`config.mk`:
```
export PLATFORM = sky130hd
export DESIGN_NAME = mmem_port_ctl
export DESIGN_NICKNAME = d
export VERILOG_FILES = /design/src/rtl/mmem_port_ctl.sv
export SDC_FILE = /design/constraint.sdc
export NUM_CORES = 1
export LEC_CHECK = 0
export CAP_MARGIN = 30
export CORE_MARGIN = 5
export CORE_UTILIZATION = 36
export CTS_BUF_LIST = sky130_fd_sc_hd__clkbuf_8 sky130_fd_sc_hd__clkbuf_16
export DETAILED_ROUTE_END_ITERATION = 10
export GPL_TIMING_DRIVEN = 0
export HOLD_SLACK_MARGIN = 0.1
export PLACE_DENSITY_LB_ADDON = 0.1
export SLEW_MARGIN = 5
export SYNTH_ARGS = -nofsm -noshare
export SYNTH_HDL_FRONTEND = slang
export SYNTH_SLANG_ARGS = --single-unit
```
`constraint.sdc`:
```
create_clock -name clk -period 4 [get_ports clk]
set_clock_uncertainty 0.15 [all_clocks]
set_input_delay 0.8 -clock clk [delete_from_list [all_inputs] [get_ports clk]]
set_output_delay 0.8 -clock clk [all_outputs]
set_load 0.01 [all_outputs]
```
`src/rtl/mmem_port_ctl.sv`:
```
// M-memory port controller: arbitrates RAM port A between CPU writeback,
// spy bus and the power-up clear sequencer; port B carries CPU reads.
module mmem_port_ctl #(
    parameter int AW          = 5,
    parameter int DW          = 32,
    parameter int DEPTH       = 32,
    parameter int SPY_MAXWAIT = 8
) (
    input  logic          clk,
    input  logic          reset_n,
    input  logic          cpu_wr_req,
    input  logic [AW-1:0] cpu_wr_addr,
    input  logic [DW-1:0] cpu_wr_data,
    output logic          cpu_wr_ready,
    input  logic          cpu_rd_en,
    input  logic [AW-1:0] cpu_rd_addr,
    input  logic          spy_req,
    input  logic          spy_we,
    input  logic [AW-1:0] spy_addr,
    input  logic [DW-1:0] spy_wdata,
    output logic          spy_ack,
    output logic [DW-1:0] spy_rdata,
    output logic          init_done,
    output logic          ram_reset,
    output logic [AW-1:0] ram_addr_a,
    output logic [DW-1:0] ram_data_a,
    output logic          ram_wren_a,
    output logic          ram_rden_a,
    output logic [AW-1:0] ram_addr_b,
    output logic          ram_wren_b,
    output logic          ram_rden_b,
    input  logic [DW-1:0] ram_q_a
);

    localparam int SW = $clog2(SPY_MAXWAIT + 1);

    localparam logic [1:0] S_INIT    = 2'd0;
    localparam logic [1:0] S_IDLE    = 2'd1;
    localparam logic [1:0] S_SPY_RD  = 2'd2;
    localparam logic [1:0] S_SPY_REL = 2'd3;

    localparam logic [SW-1:0] STARVE_MAX = SW'(SPY_MAXWAIT);
    localparam logic [AW-1:0] INIT_LAST  = AW'(DEPTH - 1);

    logic [1:0]    state_q, state_d;
    logic [AW-1:0] init_cnt_q, init_cnt_d;
    logic [SW-1:0] starve_q, starve_d;
    logic          spy_ack_q, spy_ack_d;
    logic [DW-1:0] spy_rdata_q, spy_rdata_d;
    logic          init_done_q, init_done_d;
    logic          spy_wins;

    assign spy_wins = spy_req && (!cpu_wr_req || starve_q == STARVE_MAX);

    // Next-state and port-A decode from current state and requests
    always_comb begin
        state_d      = state_q;
        init_cnt_d   = init_cnt_q;
        starve_d     = starve_q;
        spy_ack_d    = 1'b0;
        spy_rdata_d  = spy_rdata_q;
        init_done_d  = init_done_q;
        cpu_wr_ready = 1'b0;
        ram_addr_a   = '0;
        ram_data_a   = '0;
        ram_wren_a   = 1'b0;
        ram_rden_a   = 1'b0;
        unique case (state_q)
            S_INIT: begin
                ram_wren_a = 1'b1;
                ram_addr_a = init_cnt_q;
                init_cnt_d = init_cnt_q + AW'(1);
                if (init_cnt_q == INIT_LAST) begin
                    init_cnt_d  = '0;
                    init_done_d = 1'b1;
                    state_d     = S_IDLE;
                end
            end
            S_IDLE: begin
                if (spy_wins) begin
                    starve_d   = '0;
                    ram_addr_a = spy_addr;
                    if (spy_we) begin
                        ram_wren_a = 1'b1;
                        ram_data_a = spy_wdata;
                        spy_ack_d  = 1'b1;
                        state_d    = S_SPY_REL;
                    end else begin
                        ram_rden_a = 1'b1;
                        state_d    = S_SPY_RD;
                    end
                end else begin
                    cpu_wr_ready = 1'b1;
                    if (cpu_wr_req) begin
                        ram_wren_a = 1'b1;
                        ram_addr_a = cpu_wr_addr;
                        ram_data_a = cpu_wr_data;
                    end
                    if (spy_req && starve_q != STARVE_MAX) begin
                        starve_d = starve_q + SW'(1);
                    end
                end
            end
            S_SPY_RD: begin
                spy_rdata_d = ram_q_a;
                spy_ack_d   = 1'b1;
                state_d     = S_SPY_REL;
            end
            S_SPY_REL: begin
                cpu_wr_ready = 1'b1;
                if (cpu_wr_req) begin
                    ram_wren_a = 1'b1;
                    ram_addr_a = cpu_wr_addr;
                    ram_data_a = cpu_wr_data;
                end
                if (!spy_req) begin
                    state_d = S_IDLE;
                end
            end
            default: begin
                state_d = S_INIT;
            end
        endcase
    end

    // State registers; reset drops any transaction and restarts the clear
    always_ff @(posedge clk or negedge reset_n) begin
        if (!reset_n) begin
            state_q     <= S_INIT;
            init_cnt_q  <= '0;
            starve_q    <= '0;
            spy_ack_q   <= 1'b0;
            spy_rdata_q <= '0;
            init_done_q <= 1'b0;
        end else begin
            state_q     <= state_d;
            init_cnt_q  <= init_cnt_d;
            starve_q    <= starve_d;
            spy_ack_q   <= spy_ack_d;
            spy_rdata_q <= spy_rdata_d;
            init_done_q <= init_done_d;
        end
    end

    assign spy_ack    = spy_ack_q;
    assign spy_rdata  = spy_rdata_q;
    assign init_done  = init_done_q;
    assign ram_reset  = (state_q == S_INIT);
    assign ram_addr_b = cpu_rd_addr;
    assign ram_rden_b = cpu_rd_en && init_done_q;
    assign ram_wren_b = 1'b0;

endmodule

```
==> results of run 1 <==
[synthesized netlist by cell type, drive strengths merged (2+ instances only)]
cell type	instances	area, µm²
a211o	5	43.8
a211oi	2	15.0
a21o	2	15.0
a21oi	2	13.8
a22o	32	280
a31oi	7	43.8
and2	3	18.8
buf	17	131
clkbuf	4	15.0
dfrtp	45	1130
ha	8	100
inv	12	45.0
mux2	35	394
mux2i	3	30.0
nand2	13	48.8
nand4	2	12.5
nor2b	4	25.0
o211ai	5	37.5
o21ai	8	40.0
[area by class of cell]
class	count	area [µm²]
Inverter	12	45.0
Sequential cell	45	1130
Clock buffer	6	82.6
Buffer	21	146
Clock inverter	1	7.51
Tap cell	96	120
Multi-Input combinational cell	148	1260
Fill cell	573	2140
Timing Repair Buffer	194	1940
[critical path, stage by stage]
cell and delay [ns]:
clkdlybuf4s50_1 0.65, o21ai_2 0.18, a21oi_2 0.25, buf_2 0.27, a22o_1 0.19, clkdlybuf4s50_1 0.55
[path summary, 6_finish.rpt]
path / slack, ns / cells after the start / start / end
min in group clk: 0.34 / 1 / init_done / init_done
setup / recovery: 0.16 / 6 / cpu_wr_req / ram_data_a[29]
max in group asynchronous: 2.97 / 2 / reset_n / init_done
hold reg to reg: 0.34 / 1 / init_done / init_done
setup reg to reg: 1.88 / 5 / state_q[0] / spy_rdata[23]
hold / removal: 0.25 / 1 / reset_n / spy_rdata[5]
[power by group through the flow]
stage | combinational (mW) | sequential [mW] | clock [mW]
floorplan | 0.801 | 0.896 | 0
global placement | 1.77 | 0.819 | 0
detailed placement | 1.80 | 0.840 | 0
CTS | 1.82 | 0.831 | 0.294
global route | 1.95 | 0.869 | 0.320
finish | 1.80 | 0.830 | 0.286
[metrics by stage]
step	hold slack, ns	total power [mW]	util [%]
6_report	0.250	2.91	68.8
5_1_grt	0.256	3.14	68.8
4_1_cts	0.252	2.94	68.8
3_5_place_dp	0.327	2.64	67.4
3_3_place_gp	0.316	2.58	67.1
2_1_floorplan	0.314	1.70	-
[flip-flops by register name, summed over array words and instances (netlist names)]
name and count:
spy_rdata 32, init_cnt_q 5, starve_q 4, state_q 2
init_done 1, spy_ack 1
[routing by layer]
layer | vias up | part of all wire (%) | GRT usage [%]
met3 | 9 | 9.5 | 7.97
met5 | - | 0 | 0
li1 | 1242 | - | -
met2 | 102 | 51 | 35.3
met4 | 0 | 1.2 | 5.29
met1 | 1231 | 38 | 24.4
[cells by family after synthesis]
group | count (synthesis) | share of synthesized area [%]
other | 1 | 0.146
DFF | 45 | 43.8
and+or+nand+nor | 33 | 7.45
buffers and inverters | 33 | 7.45
AOI/OAI and AO/OA | 68 | 20.7
adders and majority gates | 8 | 3.89
muxes | 38 | 16.5
[timing repair]
item	4_1_cts	5_1_grt
setup buffers	1	0
gates cloned	0	0
gates resized for setup	0	1
endpoints found under the setup margin	1	18
hold endpoints to repair	0	0
==> impl_metrics.toml, run 1 <==
[pwr]
pwr-share-clk_pct = 9.8
internal_power_mw = 1.87
power.density_nw_per_um2 = 616
leakagePower_nw = 1.98
p_seq_share_pct = 28.5
p_switching_mw = 1.04
pwr-share-comb_pct = 61.7
vdd_drop_max_mv = 0.410
swShare_pct = 35.7

[clock_network]
clockRootBuffer = "clkbuf_8"
insertion_delay_ns = 0.29
clk_pin_slew_worst_paths_ns = 0.08
cts_max_level = 2
cts_buffers = 5
cts_tree = "yes"
postCtsHoldBufs = 0
clock_sinks = 45
cts_buffer_depth = 2

[route]
vias_per_cell = 4.94
avgRoutedWirePerCell_um = 18.0
drc = 0
drt_wl_total_um = 9420
drtAntennaViolNets = 0
vias = 2584
first_pass_iters = 4
drt_iter0_markers = 123

[status]
status = "finished clean"

[grt]
grt_pass1_vias = 2720
grt_max_degree = 32
grt_usage_pct = 20.7
grt_overflow = 0
grt_first_pass_wirelength_um = 14400
antenna_found_initial = 0

[sta]
hold_violations = 0
maxSlewViolCount = 0
relSlewSlack_pct = 62.5
fmax_mhz = 260
setup_viol = 0
worst_slew_pin_slew_ns = 0.562
fin_crit_sh_pct = 96.1
rsz0062_at_grt = "false"
setup_slack_ns = 0.155
fin_setup_tns_ns = 0
period_needed_ns = 3.84

[yosys]
ys_seq_area_share_pct = 43.8
synth_fp_nets = 351
ys_async_sr_fraction_pct = 100
ys_warn_count = 0
yosysUniqueCellTypes = 40
synthCells = 226
synth-edff-count = 0
synth_seq_cells = 45
synth_area_um2 = 2570
synth_top_flop_cell = "dfrtp_1"
synth.avg_cell_area_um2 = 11.4

[layout]
drive_above_1_share_pct = 15.5
diodes = 0
layout_commonest_cell = "clkdlybuf4s50_1"
mostFrequentLayoutCells = "clkdlybuf4s50_1, dfrtp_1, mux2_2"
layout.cells.non_filler = 523
nNetsFinal = 552
stdcell_area_um2 = 4730
syn_to_final_growth_pct = 84.0

[floorplanning]
die_h_um = 94.5
initial_core_util_pct = 37.4
dieArea_um2 = 8930
coreArea_um2 = 6870
fp.dieW_um = 94.5
placementRows = 30
ios = 199

[critical_path]
path_class = "in2out"
cp_data_arrival_time_ns = 2.89
end_kind = "output port"
critical_path.max_fanout = 10
critPathRequiredTime_ns = 3.05
worstSetupStartpointType = "input port"

[placed_design]
io_buffers = 192
dp_cells = 515
place_ws_ns = 0.0132
place_congestion = 0.765
place_area_um2 = 4630
dpl.hpwl_um = 7750

[hold_path]
hp-class = "in2async"

[job]
maxCapViolations = 0
Power figures use the tool's default switching activity.
==> run 2: changes to the inputs <==
CORE_MARGIN = default   (was 5)
==> impl_metrics.toml, run 2 (synthesized netlist as in run 1, its figures left out) <==
[clock_network]
cts_tree = "yes"
clockRootBuffer = "clkbuf_8"
insertion_delay_ns = 0.29
cts_max_level = 2
cts_buffers = 5
cts_buffer_depth = 2
clk_pin_slew_worst_paths_ns = 0.08
clock_sinks = 45
postCtsHoldBufs = 0

[critical_path]
crit_path_start = "cpu_wr_req"
worstReg2RegStart = "state_q[0]"
critPathRequiredTime_ns = 3.05
cpMaxStageDelayCell = "clkdlybuf4s50_1"
cp_data_arrival_time_ns = 2.98
end_kind = "output port"
crit_chain = "clkdlybuf4s50_1, o21ai_1, a21oi_2, clkbuf_4, a22o_1, clkdlybuf4s50_1"
path_common_cell = "clkdlybuf4s50_1"
worstSetupStartpointType = "input port"
slowest_delay_ns = 0.65
path_class = "in2out"
critical_path.max_fanout = 10

[sta]
relSlewSlack_pct = 64.3
setup_slack_ns = 0.0718
worst_slew_pin_slew_ns = 0.536
hold_violations = 0
holdWs_ns = 0.229
period_needed_ns = 3.93
fmax_mhz = 255
setup_viol = 0
rsz0062_at_grt = "false"
fin_setup_tns_ns = 0
fin_crit_sh_pct = 98.2
maxSlewViolCount = 0

[layout]
layout_commonest_cell = "clkdlybuf4s50_1"
diodes = 0
seq_area_um2 = 1130
mostFrequentLayoutCells = "clkdlybuf4s50_1, dfrtp_1, mux2_2"
syn_to_final_growth_pct = 85.0
drive_above_1_share_pct = 15.2
layout.cells.non_filler = 524
multiInputGateArea_um2 = 1250
stdcell_area_um2 = 4750
nFillCells = 566
nNetsFinal = 552
largest_reg_flops = 32

[pwr]
vdd_drop_max_mv = 0.406
power.density_nw_per_um2 = 623
leakagePower_nw = 2.00

[floorplanning]
ios = 199
die_h_um = 86.5
coreArea_um2 = 6830
initial_core_util_pct = 37.6
fp.dieW_um = 86.5
dieArea_um2 = 7480
placementRows = 30

[grt]
antenna_found_initial = 0
grt_first_pass_wirelength_um = 12800
grt_max_degree = 36
grt_overflow = 0
grt_pass1_vias = 2552
grt_usage_pct = 22.2

[placed_design]
dp_cells = 515
dpl.hpwl_um = 6780
io_buffers = 192
place_area_um2 = 4630
place_congestion = 0.822
place_ws_ns = 0.0345

[status]
status = "finished clean"

[hold_path]
hp-class = "in2async"

[route]
vias_per_cell = 4.86
first_pass_iters = 4
vias = 2547
drtAntennaViolNets = 0
avgRoutedWirePerCell_um = 16.2
drc = 0
drt_iter0_markers = 45
drt_wl_total_um = 8490

[job]
maxCapViolations = 0
==> run 2: through the flow <==
stage	utilization (%)	total power [mW]
after CTS	69.4	2.97
after detailed placement	67.7	2.62
after floorplan	-	1.70
final	69.6	2.96
after global placement	67.5	2.57
after global routing	69.6	3.15
==> run 2: worst paths after layout <==
path | endpoint | slack (ns) | cells after the start
min reg2reg | init_done | 0.33 | 1
min | init_cnt_q[2] | 0.23 | 1
max reg2reg | spy_rdata[24] | 1.90 | 5
max | ram_data_a[16] | 0.07 | 6
min in group clk | init_done | 0.33 | 1
max in group asynchronous | spy_rdata[13] | 3.01 | 2
==> run 2: layout make-up <==
type | count | area share [%]
clock inverters | 3 | 0.895
well taps | 96 | 2.53
clock buffers | 5 | 1.45
repair buffers | 194 | 40.9
flip-flops and latches | 45 | 23.7
multi-input cells | 148 | 26.3
inverters | 12 | 0.948
plain buffers | 21 | 3.24
==> run 2: worst max-delay path: cells and delay by family <==
family	cells	cell delay, ns
buffers and inverters	3	1.46
AO/OA/AOI/OAI	3	0.72
==> run 2: where the power goes <==
group          total (mW)  internal, mW  switching, mW
Clock               0.335         0.185          0.150
Combinational        1.80          1.06          0.736
Sequential          0.829         0.682          0.147
Total                2.96          1.93           1.03
==> run 2: repair_timing <==
action                     4_1_cts  5_1_grt
gates resized for setup          0        3
setup endpoints to repair        0       30
buffers inserted                 0        1
==> run 2: routing by layer <==
| layer | GRT usage, % | part of all wire [%] |
|---|---|---|
| met3 | 9.14 | 9.3 |
| met5 | 0 | 0 |
| met2 | 35.4 | 47 |
| met4 | 5.30 | 1.1 |
| met1 | 28.1 | 42 |
